## src/rtl/abacus_pkg.sv

```systemverilog
// Shared definitions for the ABACUS cache profiler.
//   COUNTER_WIDTH_DEFAULT : default width of every counter and latency register
//   fill_state_t          : per-lane line-fill tracking state
//   sat_inc()             : saturating increment shared by all counters
package abacus_pkg;

  localparam int unsigned COUNTER_WIDTH_DEFAULT = 32;

  typedef enum logic [0:0] {
    IDLE = 1'b0,
    FILL = 1'b1
  } fill_state_t;

  // Saturating increment for counters up to 64 bits wide. The caller passes its
  // zero-extended value and real width, then casts the result back down.
  function automatic logic [63:0] sat_inc(input logic [63:0] value, input int unsigned width);
    logic [63:0] max_val;
    max_val = (width >= 64) ? '1 : ((64'd1 << width) - 64'd1);
    return (value >= max_val) ? max_val : value + 64'd1;
  endfunction

endpackage

```

## src/rtl/abacus_cache_lane.sv

```systemverilog
// One cache lane of the ABACUS profiler: request/hit/miss counters, the
// line-fill FSM, the cumulative fill-latency counter and the longest-fill register.
// Ports:
//   clk, rst                 : clock, synchronous active-high reset
//   enable                   : counting enable
//   clear                    : synchronous clear of counters, max, overflow, current fill length
//   request                  : cache lookup this cycle
//   qualifier                : miss (HIT_POLARITY=0) or hit (HIT_POLARITY=1), gated by request
//   fill_in_progress         : refill active (level)
//   request/hit/miss_counter : saturating event counts
//   fill_latency_counter     : cumulative enabled fill cycles
//   max_fill_latency         : longest single fill in enabled cycles
//   overflow                 : sticky, set when any counter increments while at all-ones
module abacus_cache_lane
  import abacus_pkg::*;
#(
  parameter int unsigned COUNTER_WIDTH = COUNTER_WIDTH_DEFAULT,
  parameter bit          HIT_POLARITY  = 1'b0
) (
  input  logic                     clk,
  input  logic                     rst,
  input  logic                     enable,
  input  logic                     clear,
  input  logic                     request,
  input  logic                     qualifier,
  input  logic                     fill_in_progress,
  output logic [COUNTER_WIDTH-1:0] request_counter,
  output logic [COUNTER_WIDTH-1:0] hit_counter,
  output logic [COUNTER_WIDTH-1:0] miss_counter,
  output logic [COUNTER_WIDTH-1:0] fill_latency_counter,
  output logic [COUNTER_WIDTH-1:0] max_fill_latency,
  output logic                     overflow
);

  fill_state_t state_q, state_d;

  logic [COUNTER_WIDTH-1:0] req_q, req_d;
  logic [COUNTER_WIDTH-1:0] hit_q, hit_d;
  logic [COUNTER_WIDTH-1:0] miss_q, miss_d;
  logic [COUNTER_WIDTH-1:0] lat_q, lat_d;
  logic [COUNTER_WIDTH-1:0] max_q, max_d;
  logic [COUNTER_WIDTH-1:0] cur_q, cur_d;
  logic                     ovf_q, ovf_d;

  logic hit_event;
  logic miss_event;

  function automatic logic [COUNTER_WIDTH-1:0] inc(input logic [COUNTER_WIDTH-1:0] value);
    return COUNTER_WIDTH'(sat_inc(64'(value), COUNTER_WIDTH));
  endfunction

  // A qualifier without a request carries no meaning and is dropped here.
  always_comb begin
    if (HIT_POLARITY) begin
      hit_event  = request & qualifier;
      miss_event = request & ~qualifier;
    end else begin
      hit_event  = request & ~qualifier;
      miss_event = request & qualifier;
    end
  end

  // Level-sensitive so a fill already underway when reset releases is picked up.
  always_comb begin
    state_d = state_q;
    case (state_q)
      IDLE:    if (fill_in_progress)  state_d = FILL;
      FILL:    if (!fill_in_progress) state_d = IDLE;
      default: state_d = IDLE;
    endcase
  end

  always_comb begin
    req_d  = req_q;
    hit_d  = hit_q;
    miss_d = miss_q;
    lat_d  = lat_q;
    max_d  = max_q;
    cur_d  = cur_q;
    ovf_d  = ovf_q;

    if (enable) begin
      if (request) begin
        req_d = inc(req_q);
        if (&req_q) ovf_d = 1'b1;
      end
      if (hit_event) begin
        hit_d = inc(hit_q);
        if (&hit_q) ovf_d = 1'b1;
      end
      if (miss_event) begin
        miss_d = inc(miss_q);
        if (&miss_q) ovf_d = 1'b1;
      end
      // The first high cycle (still IDLE) is counted too, so a K-cycle fill adds K.
      if (fill_in_progress) begin
        lat_d = inc(lat_q);
        cur_d = inc(cur_q);
        if (&lat_q) ovf_d = 1'b1;
      end
    end

    // End of fill: max tracking is deliberately not gated by enable.
    if (state_q == FILL && !fill_in_progress) begin
      if (cur_q > max_q) max_d = cur_q;
      cur_d = '0;
    end

    // Clear wins over any increment; the FSM keeps tracking.
    if (clear) begin
      req_d  = '0;
      hit_d  = '0;
      miss_d = '0;
      lat_d  = '0;
      max_d  = '0;
      cur_d  = '0;
      ovf_d  = 1'b0;
    end
  end

  always_ff @(posedge clk) begin
    if (rst) begin
      state_q <= IDLE;
      req_q   <= '0;
      hit_q   <= '0;
      miss_q  <= '0;
      lat_q   <= '0;
      max_q   <= '0;
      cur_q   <= '0;
      ovf_q   <= 1'b0;
    end else begin
      state_q <= state_d;
      req_q   <= req_d;
      hit_q   <= hit_d;
      miss_q  <= miss_d;
      lat_q   <= lat_d;
      max_q   <= max_d;
      cur_q   <= cur_d;
      ovf_q   <= ovf_d;
    end
  end

  assign request_counter      = req_q;
  assign hit_counter          = hit_q;
  assign miss_counter         = miss_q;
  assign fill_latency_counter = lat_q;
  assign max_fill_latency     = max_q;
  assign overflow             = ovf_q;

endmodule

```

## src/rtl/abacus_cache_profiler.sv

```systemverilog
// ABACUS cache event counting unit: an I-cache lane and a D-cache lane.
// Ports:
//   clk, rst, enable, clear           : clock, sync reset, counting enable, sync clear
//   icache_request/miss/line_fill_*   : I-cache event taps (qualifier is a miss)
//   dcache_request/hit/line_fill_*    : D-cache event taps (qualifier is a hit)
//   icache_* / dcache_* counters      : registered, saturating counters and max-fill registers
//   overflow                          : {dcache lane saturated, icache lane saturated}, sticky
module abacus_cache_profiler
  import abacus_pkg::*;
#(
  parameter int unsigned COUNTER_WIDTH = COUNTER_WIDTH_DEFAULT
) (
  input  logic                     clk,
  input  logic                     rst,
  input  logic                     enable,
  input  logic                     clear,
  input  logic                     icache_request,
  input  logic                     icache_miss,
  input  logic                     icache_line_fill_in_progress,
  input  logic                     dcache_request,
  input  logic                     dcache_hit,
  input  logic                     dcache_line_fill_in_progress,
  output logic [COUNTER_WIDTH-1:0] icache_request_counter,
  output logic [COUNTER_WIDTH-1:0] icache_hit_counter,
  output logic [COUNTER_WIDTH-1:0] icache_miss_counter,
  output logic [COUNTER_WIDTH-1:0] icache_line_fill_latency_counter,
  output logic [COUNTER_WIDTH-1:0] icache_max_fill_latency,
  output logic [COUNTER_WIDTH-1:0] dcache_request_counter,
  output logic [COUNTER_WIDTH-1:0] dcache_hit_counter,
  output logic [COUNTER_WIDTH-1:0] dcache_miss_counter,
  output logic [COUNTER_WIDTH-1:0] dcache_line_fill_latency_counter,
  output logic [COUNTER_WIDTH-1:0] dcache_max_fill_latency,
  output logic [1:0]               overflow
);

  logic icache_overflow;
  logic dcache_overflow;

  abacus_cache_lane #(
    .COUNTER_WIDTH(COUNTER_WIDTH),
    .HIT_POLARITY (1'b0)
  ) u_icache_lane (
    .clk                 (clk),
    .rst                 (rst),
    .enable              (enable),
    .clear               (clear),
    .request             (icache_request),
    .qualifier           (icache_miss),
    .fill_in_progress    (icache_line_fill_in_progress),
    .request_counter     (icache_request_counter),
    .hit_counter         (icache_hit_counter),
    .miss_counter        (icache_miss_counter),
    .fill_latency_counter(icache_line_fill_latency_counter),
    .max_fill_latency    (icache_max_fill_latency),
    .overflow            (icache_overflow)
  );

  abacus_cache_lane #(
    .COUNTER_WIDTH(COUNTER_WIDTH),
    .HIT_POLARITY (1'b1)
  ) u_dcache_lane (
    .clk                 (clk),
    .rst                 (rst),
    .enable              (enable),
    .clear               (clear),
    .request             (dcache_request),
    .qualifier           (dcache_hit),
    .fill_in_progress    (dcache_line_fill_in_progress),
    .request_counter     (dcache_request_counter),
    .hit_counter         (dcache_hit_counter),
    .miss_counter        (dcache_miss_counter),
    .fill_latency_counter(dcache_line_fill_latency_counter),
    .max_fill_latency    (dcache_max_fill_latency),
    .overflow            (dcache_overflow)
  );

  assign overflow = {dcache_overflow, icache_overflow};

endmodule

```

## config.mk

```make
export PLATFORM = sky130hd
export DESIGN_NAME = abacus_cache_profiler
export DESIGN_NICKNAME = d
export VERILOG_FILES = /design/src/rtl/abacus_pkg.sv /design/src/rtl/abacus_cache_lane.sv /design/src/rtl/abacus_cache_profiler.sv
export SDC_FILE = /design/constraint.sdc
export NUM_CORES = 1
export LEC_CHECK = 0
export ABC_AREA = 1
export BUFFER_PORTS_ARGS = -buffer_cell sky130_fd_sc_hd__buf_2
export CAP_MARGIN = 20
export CELL_PAD_IN_SITES_DETAIL_PLACEMENT = 1
export CELL_PAD_IN_SITES_GLOBAL_PLACEMENT = 1
export CORE_UTILIZATION = 30
export DETAILED_ROUTE_END_ITERATION = 12
export PLACE_DENSITY_LB_ADDON = 0.1
export SYNTH_ARGS = -nofsm -noshare
export SYNTH_HDL_FRONTEND = slang
export SYNTH_HIERARCHICAL = 1
export SYNTH_SLANG_ARGS = --single-unit
```

## constraint.sdc

```tcl
create_clock -name clk -period 4.2 [get_ports clk]
set_input_delay 0.21 -clock clk [delete_from_list [all_inputs] [get_ports clk]]
set_output_delay 0.21 -clock clk [all_outputs]
set_load 0.005 [all_outputs]
```

After elaboration in Yosys (flattened, before gate mapping)

Index checks and enable logic that the tools add are counted.

$add $sub $neg: 10
Multipliers: 0
Divide/modulo/power cells: 0
$lt $le $gt $ge: 12
Equal/unequal tests: 0
Shift-type cells: 0
Mux-type cells: 28
Bitwise operators: 6
Reduce and logical (&&, ||, !) cells: 25

Operators with widths:

| cell                  | count |
|---|---|
| $add 32x1->32 const B | 10 |
| $ge 32x32->1 const B  | 10 |
| $mux 32               | 10 |
| $reduce_and 32->1     | 8 |
| $gt 32x32->1          | 2 |
| $reduce_and 2->1      | 10 |
| $mux 1                | 18 |
| $reduce_or 3->1       | 2 |
| $and 1x1->1           | 4 |
| $logic_and 1x1->1     | 2 |
| $logic_not 1->1       | 2 |
| $not 1->1             | 2 |
| $reduce_or 2->1       | 1 |

Register bits: 388
Bits in latches: 0
RAM bits: 0
Bits in read-only memories: 0
Bits of input ports: 10
Output and inout bits: 322
Word-level logic and storage cells: 97
Memories: 0

Longest topological paths before layout

Gate-level depths: netlist of the first run.

Depth in word-level cells: 9
Mapped depth: 17
Gate-level depth less buffers: 16

Modules after synthesis

The synthesis of the first run kept the hierarchy.

By module, submodules not included:

| module                            | instances | cells each | area an instance (um^2) |
|---|---|---|---|
| abacus_cache_lane (u_dcache_lane) | 1         | 1,774      | 11,752.5 |
| abacus_cache_lane (u_icache_lane) | 1         | 1,764      | 11,558.6 |
| abacus_cache_profiler             | 1         | 2          | 15.0 |

Worst setup path before layout of the first run

OpenSTA, ideal clock, no wires.

Kind: reg-to-reg
Start: register u_dcache_lane.max_q[31], in the netlist u_dcache_lane/max_fill_latency[31]
End: register u_dcache_lane.max_q[15], in the netlist u_dcache_lane/max_fill_latency[15]
Setup time: 0.115 ns
Arrival time: 1.827 ns
Data required time: 4.085 ns
Path slack: 2.258 ns
Stages on the path, launching flop included: 12
Clock period less this slack: 1.942 ns
Path through: dfxtp_1 -> inv_1 -> ha_1 -> nand2_1 -> nor2_1 -> nand2_1 -> nor2_1 -> a21oi_1 -> clkbuf_1 -> nand3_1 -> nand2_1 -> nor2_1

Word-level cells in the longest chain between the ends: 2

RTL lines:

| element                    | line                     | source |
|---|---|---|
| start: declaration         | abacus_cache_lane.sv:41  | `logic [COUNTER_WIDTH-1:0] max_q, max_d;` |
| start signal: assignment   | abacus_cache_lane.sv:137 | `max_q <= max_d;` |
| $gt 32x32->1               | abacus_cache_lane.sv:105 | `if (cur_q > max_q) max_d = cur_q;` |
| $reduce_and 2->1 (no line) | n/a                      |  |

No other way between the ends.
A chain may end at the register's enable or synchronous reset.

Final worst setup path of the first run

Start: register u_icache_lane.max_q[23], in the netlist u_icache_lane/max_fill_latency[23]
End: register u_icache_lane.max_q[13], in the netlist u_icache_lane/max_fill_latency[13]

Word-level cells in the longest chain between the ends: 2

RTL lines:

| element                    | line |
|---|---|
| start: declaration         | abacus_cache_lane.sv:41 |
| start signal: assignment   | abacus_cache_lane.sv:137 |
| $gt 32x32->1               | abacus_cache_lane.sv:105 |
| $reduce_and 2->1 (no line) | n/a |

No other way between the ends.

==> results of run 1 <==
worst min path at each step:
stage,start,to,slack [ns],cells past startpoint
final,dcache_request,u_dcache_lane/request_counter[31],0.08,4
after floorplan,rst,u_dcache_lane/state_q,0.28,1
after detailed placement,icache_line_fill_in_progress,u_icache_lane/state_q,0.48,3
after CTS,dcache_request,u_dcache_lane/request_counter[31],0.05,4
after global placement,u_dcache_lane/max_fill_latency[27],u_dcache_lane/max_fill_latency[27],0.48,2
after global routing,dcache_request,u_dcache_lane/request_counter[28],0.08,4
synthesized netlist by cell type (all sizes together):
master / count
xnor2: 36
and2: 1
o21bai: 3
xor2: 137
a31oi: 40
clkbuf: 56
o31ai: 2
nor2: 484
nand3: 291
nand2: 900
inv: 432
nor3: 93
or2: 8
and3: 2
o211ai: 1
o21a: 2
a21o: 6
nand4: 91
nor4: 11
dfxtp: 388
a21oi: 332
a211oi: 2
ha: 74
o21ai: 78
nand2b: 2
buf: 40
nand3b: 24
nor3b: 4
flip-flops by register name, indices dropped and copies added (netlist names), 32 cells and up:
register                            flops
u_dcache_lane/cur_q                    32
u_dcache_lane/max_fill_latency         32
u_icache_lane/max_fill_latency         32
u_dcache_lane/fill_latency_counter     32
u_dcache_lane/request_counter          32
u_icache_lane/miss_counter             32
u_icache_lane/cur_q                    32
u_icache_lane/hit_counter              32
u_dcache_lane/hit_counter              32
u_icache_lane/request_counter          32
u_icache_lane/fill_latency_counter     32
u_dcache_lane/miss_counter             32
through the flow:
step,power (mW),util [%]
2_1_floorplan,7.02,-
3_3_place_gp,6.75,34.0
3_5_place_dp,8.17,34.0
4_1_cts,13.1,36.5
5_1_grt,13.4,36.5
6_report,12.8,36.5
per-layer routing:
layer / GRT usage (%) / part of all wire [%] / vias up
li1: - / - / 12100
met1: 29.0 / 49 / 11100
met2: 33.0 / 43 / 359
met4: 5.74 / 2.4 / 2
met5: 0 / 0.018 / -
met3: 5.34 / 5.8 / 110
critical path, delay by kind of cell (launching register included):
kind	cells	cell delay, ns
flip-flops	1	0.36
AND/OR/NAND/NOR	9	1.48
adder cells (fa/ha/maj)	1	0.31
buffers and inverters	2	0.34
power by group through the flow:
stage	Sequential [mW]	Clock, mW	Combinational, mW
detailed placement	4.00	0	4.17
floorplan	4.01	0	3.01
CTS	3.92	4.94	4.19
finish	3.92	4.75	4.12
global route	3.92	5.10	4.36
global placement	3.94	0	2.82
cells by family after synthesis:
| kind of cell | after synthesis | synth area share [%] |
|---|---|---|
| adders and majority gates | 74 | 3.97 |
| AOI/OAI and AO/OA | 466 | 10.4 |
| buffers and inverters | 528 | 8.97 |
| and+or+nand+nor | 1911 | 36.8 |
| DFF | 388 | 33.3 |
| xor gates and xnor gates | 173 | 6.50 |
cell type report:
class | count | area share [%]
clock inverters | 22 | 0.968
inverters | 432 | 5.82
repair buffers | 354 | 6.79
clock buffers | 76 | 5.56
well taps | 1030 | 4.62
flip-flops and latches | 388 | 27.8
multi-input cells | 2624 | 48.4
layout by cell type, fill, tap and decap left out, drive strengths merged, types with 78 or more instances in the layout:
cell type / count
dfxtp: 388
nand4: 91
o21ai: 78
nand2: 900
nor3: 93
a21oi: 332
xor2: 137
inv: 432
nor2: 484
nand3: 291
buf: 348
what timing repair did:
| action | in CTS | in global routing |
|---|---|---|
| setup endpoints to repair | 0 | 0 |
| endpoints found under the hold margin | 10 | 0 |
| hold buffers | 6 | 0 |
==> metrics.cfg, run 1 <==
[status]
status = complete, no violations

[drt]
wl_per_cell_um = 17.2
drt_first_pass_iters = 5
drt-total-wl_mm = 84.6
vias = 23700
drt-initial-drc-count = 939
vias_per_cell = 4.81
ant_nets = 0
drcViolationCount = 0

[global_route]
grt_pass1_wl_mm = 134
grt_usage_pct = 21.2
gr-total-overflow = 0
grt_pass1_vias = 23700
grt_max_degree = 62
antenna_found_initial = 1

[placed_design]
post-place-ws_ns = 1.47
gp_congestion = 0.832
placed_cells = 4822
placedInstanceArea_um2 = 26000
dp_hpwl_mm = 64.3
io_buffers = 331

[sta]
worstMarginPinSlew_ns = 0.912
fin_ws_ns = 1.61
fmax_ghz = 0.386
timing.final.crit_share_pct = 61.7
skew_ns = 0.0167
rsz0062_at_grt = false
slew-limit-headroom_pct = 38.6
period_minus_slack_ns = 2.59
holdWs_ns = 0.0814
hold_viol_final = 0
slew_viol_final = 0
final-setup-viol-count = 0
fin_tns_setup_ns = 0

[finish]
fin_cells = 4926
finalInstanceArea_um2 = 27900
fill_cells = 9963
multi_input_area_um2 = 13500
area_delta_synth_final_pct = 19.6
seq_area_um2 = 7770
drive_gt1_share_pct = 14.8
num-nets-final = 3936
antennaDiodeCount = 0

[floorplanning]
initial_core_util_pct = 30.5
coreArea_um2 = 76500
rows = 101
dieArea_um2 = 78900
die_w_um = 281
io_pins = 332
die_h_um = 281

[cts]
cts.clk_slew.worst_paths_ns = 0.06
clock_path_buffers = 3
clock-sinks = 388
cts_resized = 0
htreeDepth = 2
clockRootBuffer = clkbuf_16
cts_tree = yes
clk_latency_ns = 0.60
post-cts-setup-buffer-count = 0
cts_buffers = 52

[setup_path]
r2r_start = u_icache_lane/max_fill_latency[23]
critical-path-max-stage-delay_ns = 0.49
worstPathMaxFanout = 34
cp_slowest_cell = nand2_2
required_ns = 4.69
critPathCaptureType = register
crit_start = u_icache_lane/max_fill_latency[23]
cp-endpoint = u_icache_lane/max_fill_latency[13]
r2r_cells = 12
critical_path_class = register to register
worstSetupStartpointType = register
path_cells = inv_1 > ha_1 > nand2_1 > nor2_1 > nand4_1 > nor2_1 > nand2_1 > nand2_2 > buf_12 > nand3_1 > nand2_1 > nor2_1
r2r-end = u_icache_lane/max_fill_latency[13]
reg2reg_slack_ns = 1.61
crit_arrival_ns = 3.09

[power_and_ir_drop]
peakVddDrop_mv = 1.41
p_seq_share_pct = 30.6
p_int_mw = 7.90
p_per_area_nw_per_um2 = 458
p_clk_share_pct = 37.1
p_sw_mw = 4.89
p_leak_nw = 10.9
sw_frac_of_total_pct = 38.2
pwr-share-comb_pct = 32.2

[logic_synthesis]
syn-num-nets = 3624
seq_area_frac_synth_pct = 33.3
synth_top_area_share_pct = 33.3
yosysUniqueCellTypes = 47
synth-seq-cells = 388
synth_area_leaders = dfxtp_1 33%, nand2_1 14%, a21oi_1 7.1%
syn-cell-area_um2 = 23300
yosysWarnings = 6
yosysTopAreaCell = dfxtp_1
postSynthCellCount = 3540
avgSynthCellArea_um2 = 6.59

[hold_path]
hp-class = input port to register

[flow_run]
maxCapViolCount = 0

(Power assumes the default switching activity.)
==> inputs of run 2 (changes only) <==
==> constraint.sdc (replaced) <==
create_clock -name clk -period 2.54 [get_ports clk]
set_input_delay 0.127 -clock clk [delete_from_list [all_inputs] [get_ports clk]]
set_output_delay 0.127 -clock clk [all_outputs]
set_load 0.005 [all_outputs]
==> run 2 against run 1 <==
Net effect:
- clock skew shrank 0.0014 ns
- wire length grew 1.2%
- non-clock buffer count grew 61
- register-to-register slack lost 1.3 ns
- global-route usage grew 0.26 points
- cell count grew 1.2%
- die area is the same
- critical path depth shrank 3
- utilization grew 0.67 points
- worst hold slack lost 0.010 ns
==> metrics.cfg, run 2 (synthesis results as in run 1) <==
[cts]
clockRootBuffer = clkbuf_16  ; unchanged
clock_path_buffers = 3  ; unchanged
cts.clk_slew.worst_paths_ns = 0.06  ; about the same
cts_buffers = 51  ; was 52
htreeDepth = 2  ; unchanged
cts_tree = yes  ; unchanged
clock-sinks = 388  ; unchanged
clk_latency_ns = 0.59  ; was 0.60 ns
post-cts-setup-buffer-count = 0  ; unchanged

[global_route]
use_met2_pct = 34.2  ; was 33.0%
busiest_layer = met2  ; unchanged
grt_max_degree = 103  ; was 62
gr-usage-met1_pct = 29.4  ; was 29.0%
grt_pass1_vias = 24000  ; was 23,700
gr-total-overflow = 0  ; unchanged
grt_use_met3_pct = 5.19  ; was 5.34%
grt_pass1_wl_mm = 136  ; was 134 mm
antenna_found_initial = 1  ; unchanged
grt_usage_pct = 21.5  ; was 21.2%

[finish]
most-common-layout-cells = 865 x nand2_1, 426 x nor2_1, 421 x inv_1, 388 x dfxtp_1, 331 x buf_2  ; was 865 x nand2_1, 428 x nor2_1, 421 x inv_1, 388 x dfxtp_1, 331 x buf_2
fin_util_pct = 37.2  ; was 36.5%
area_delta_synth_final_pct = 21.8  ; was 19.6%
fin_cells = 4983  ; was 4,926
drive_gt1_share_pct = 16.1  ; was 14.8%
num-nets-final = 3996  ; was 3,936
antennaDiodeCount = 0  ; unchanged
final_common_cell = nand2_1  ; unchanged

[drt]
drt_first_pass_iters = 5  ; unchanged
vias = 23900  ; was 23,700
vias_per_cell = 4.80  ; was 4.81
drt-total-wl_mm = 85.7  ; was 84.6 mm
ant_nets = 0  ; unchanged
drcViolationCount = 0  ; unchanged
wl_per_cell_um = 17.2  ; about the same
drt-initial-drc-count = 877  ; was 939

[power_and_ir_drop]
p_leak_nw = 11.3  ; was 10.9 nW
peakVddDrop_mv = 2.91  ; was 1.41 mV
p_per_area_nw_per_um2 = 790  ; was 458 nW/µm²

[flow_run]
maxCapViolCount = 0  ; unchanged

[setup_path]
worstSetupStartpointType = register  ; unchanged
worstPathMaxFanout = 16  ; was 34
critPathCaptureType = register  ; unchanged
critical_path_class = register to register  ; unchanged
required_ns = 3.04  ; was 4.69 ns
crit_arrival_ns = 2.78  ; was 3.09 ns

[sta]
timing.final.crit_share_pct = 89.9  ; was 61.7%
fin_tns_setup_ns = 0  ; unchanged
skew_ns = 0.0153  ; was 0.0167 ns
hold_viol_final = 0  ; unchanged
fmax_ghz = 0.438  ; was 0.386 GHz
worstMarginPinSlew_ns = 0.897  ; was 0.912 ns
rsz0062_at_grt = false  ; unchanged
final-setup-viol-count = 0  ; unchanged
period_minus_slack_ns = 2.28  ; was 2.59 ns
slew_viol_final = 0  ; unchanged
slew-limit-headroom_pct = 40.2  ; was 38.6%

[floorplanning]
io_pins = 332  ; unchanged
dieArea_um2 = 78900  ; unchanged
die_w_um = 281  ; unchanged
coreArea_um2 = 76500  ; unchanged
die_h_um = 281  ; unchanged
initial_core_util_pct = 30.5  ; unchanged
rows = 101  ; unchanged

[hold_path]
hp-class = input port to register  ; unchanged

[placed_design]
gp_congestion = 0.842  ; was 0.832
dp_hpwl_mm = 66.6  ; was 64.3 mm
io_buffers = 331  ; unchanged
placed_cells = 4883  ; was 4,822

[status]
status = complete, no violations  ; unchanged

run 2: cell type report:
type / instances / area, µm²
clock buffer: 75 / 1550
fill: 9900 / 48000
inverter: 432 / 1620
sequential: 388 / 7770
tap: 1030 / 1290
clock inverter: 19 / 327
multi-input combinational: 2624 / 13500
timing repair buffer: 415 / 2350
run 2: metrics by stage:
step | cell area, µm² | hold slack, ns | power (mW) | setup WS [ns]
floorplan | 23300 | 0.199 | 11.6 | 0.598
global placement | 26500 | 0.420 | 14.5 | 0.241
detailed placement | 26500 | 0.418 | 14.6 | 0.253
CTS | 28400 | 0.0284 | 22.9 | 0.223
global route | 28400 | 0.0504 | 23.9 | 0.0414
finish | 28400 | 0.0713 | 22.5 | 0.258
run 2: repair_timing:
item	4_1_cts	5_1_grt
hold buffers	6	0
endpoints found under the setup margin	0	9
gates resized for setup	0	2
endpoints found under the hold margin	9	0
run 2: routing by layer:
layer	up-vias	share of wire [%]
met2	321	44
met5	-	0
met3	80	5.5
li1	12200	-
met4	0	1.6
met1	11300	49
run 2: path summary, 6_finish.rpt:
kind                                      startpoint                                 end  slack [ns]  cells past startpoint
hold reg to reg   u_icache_lane/max_fill_latency[29]  u_icache_lane/max_fill_latency[29]        0.50                      2
setup / recovery    u_icache_lane/request_counter[0]   u_icache_lane/request_counter[13]        0.26                      9
setup reg to reg    u_icache_lane/request_counter[0]   u_icache_lane/request_counter[13]        0.26                      9
hold / removal                        dcache_request      u_dcache_lane/miss_counter[21]        0.07                      5
run 2: where the power goes:
part | internal (mW) | switching (mW) | leakage (nW)
Sequential | 6.32 | 0.190 | 3.13
Clock | 5.11 | 2.95 | 0.926
Combinational | 2.38 | 5.51 | 7.21
Total | 13.8 | 8.65 | 11.3
run 2: worst max-delay path: stages, from the launching register on:
cell	delay, ns
dfxtp_1	0.40
ha_1	0.20
nand3_1	0.19
nor2_2	0.24
nand2_2	0.15
nor2_4	0.16
nand2_2	0.10
nor2_4	0.13
nand3_2	0.35
a21oi_1	0.28
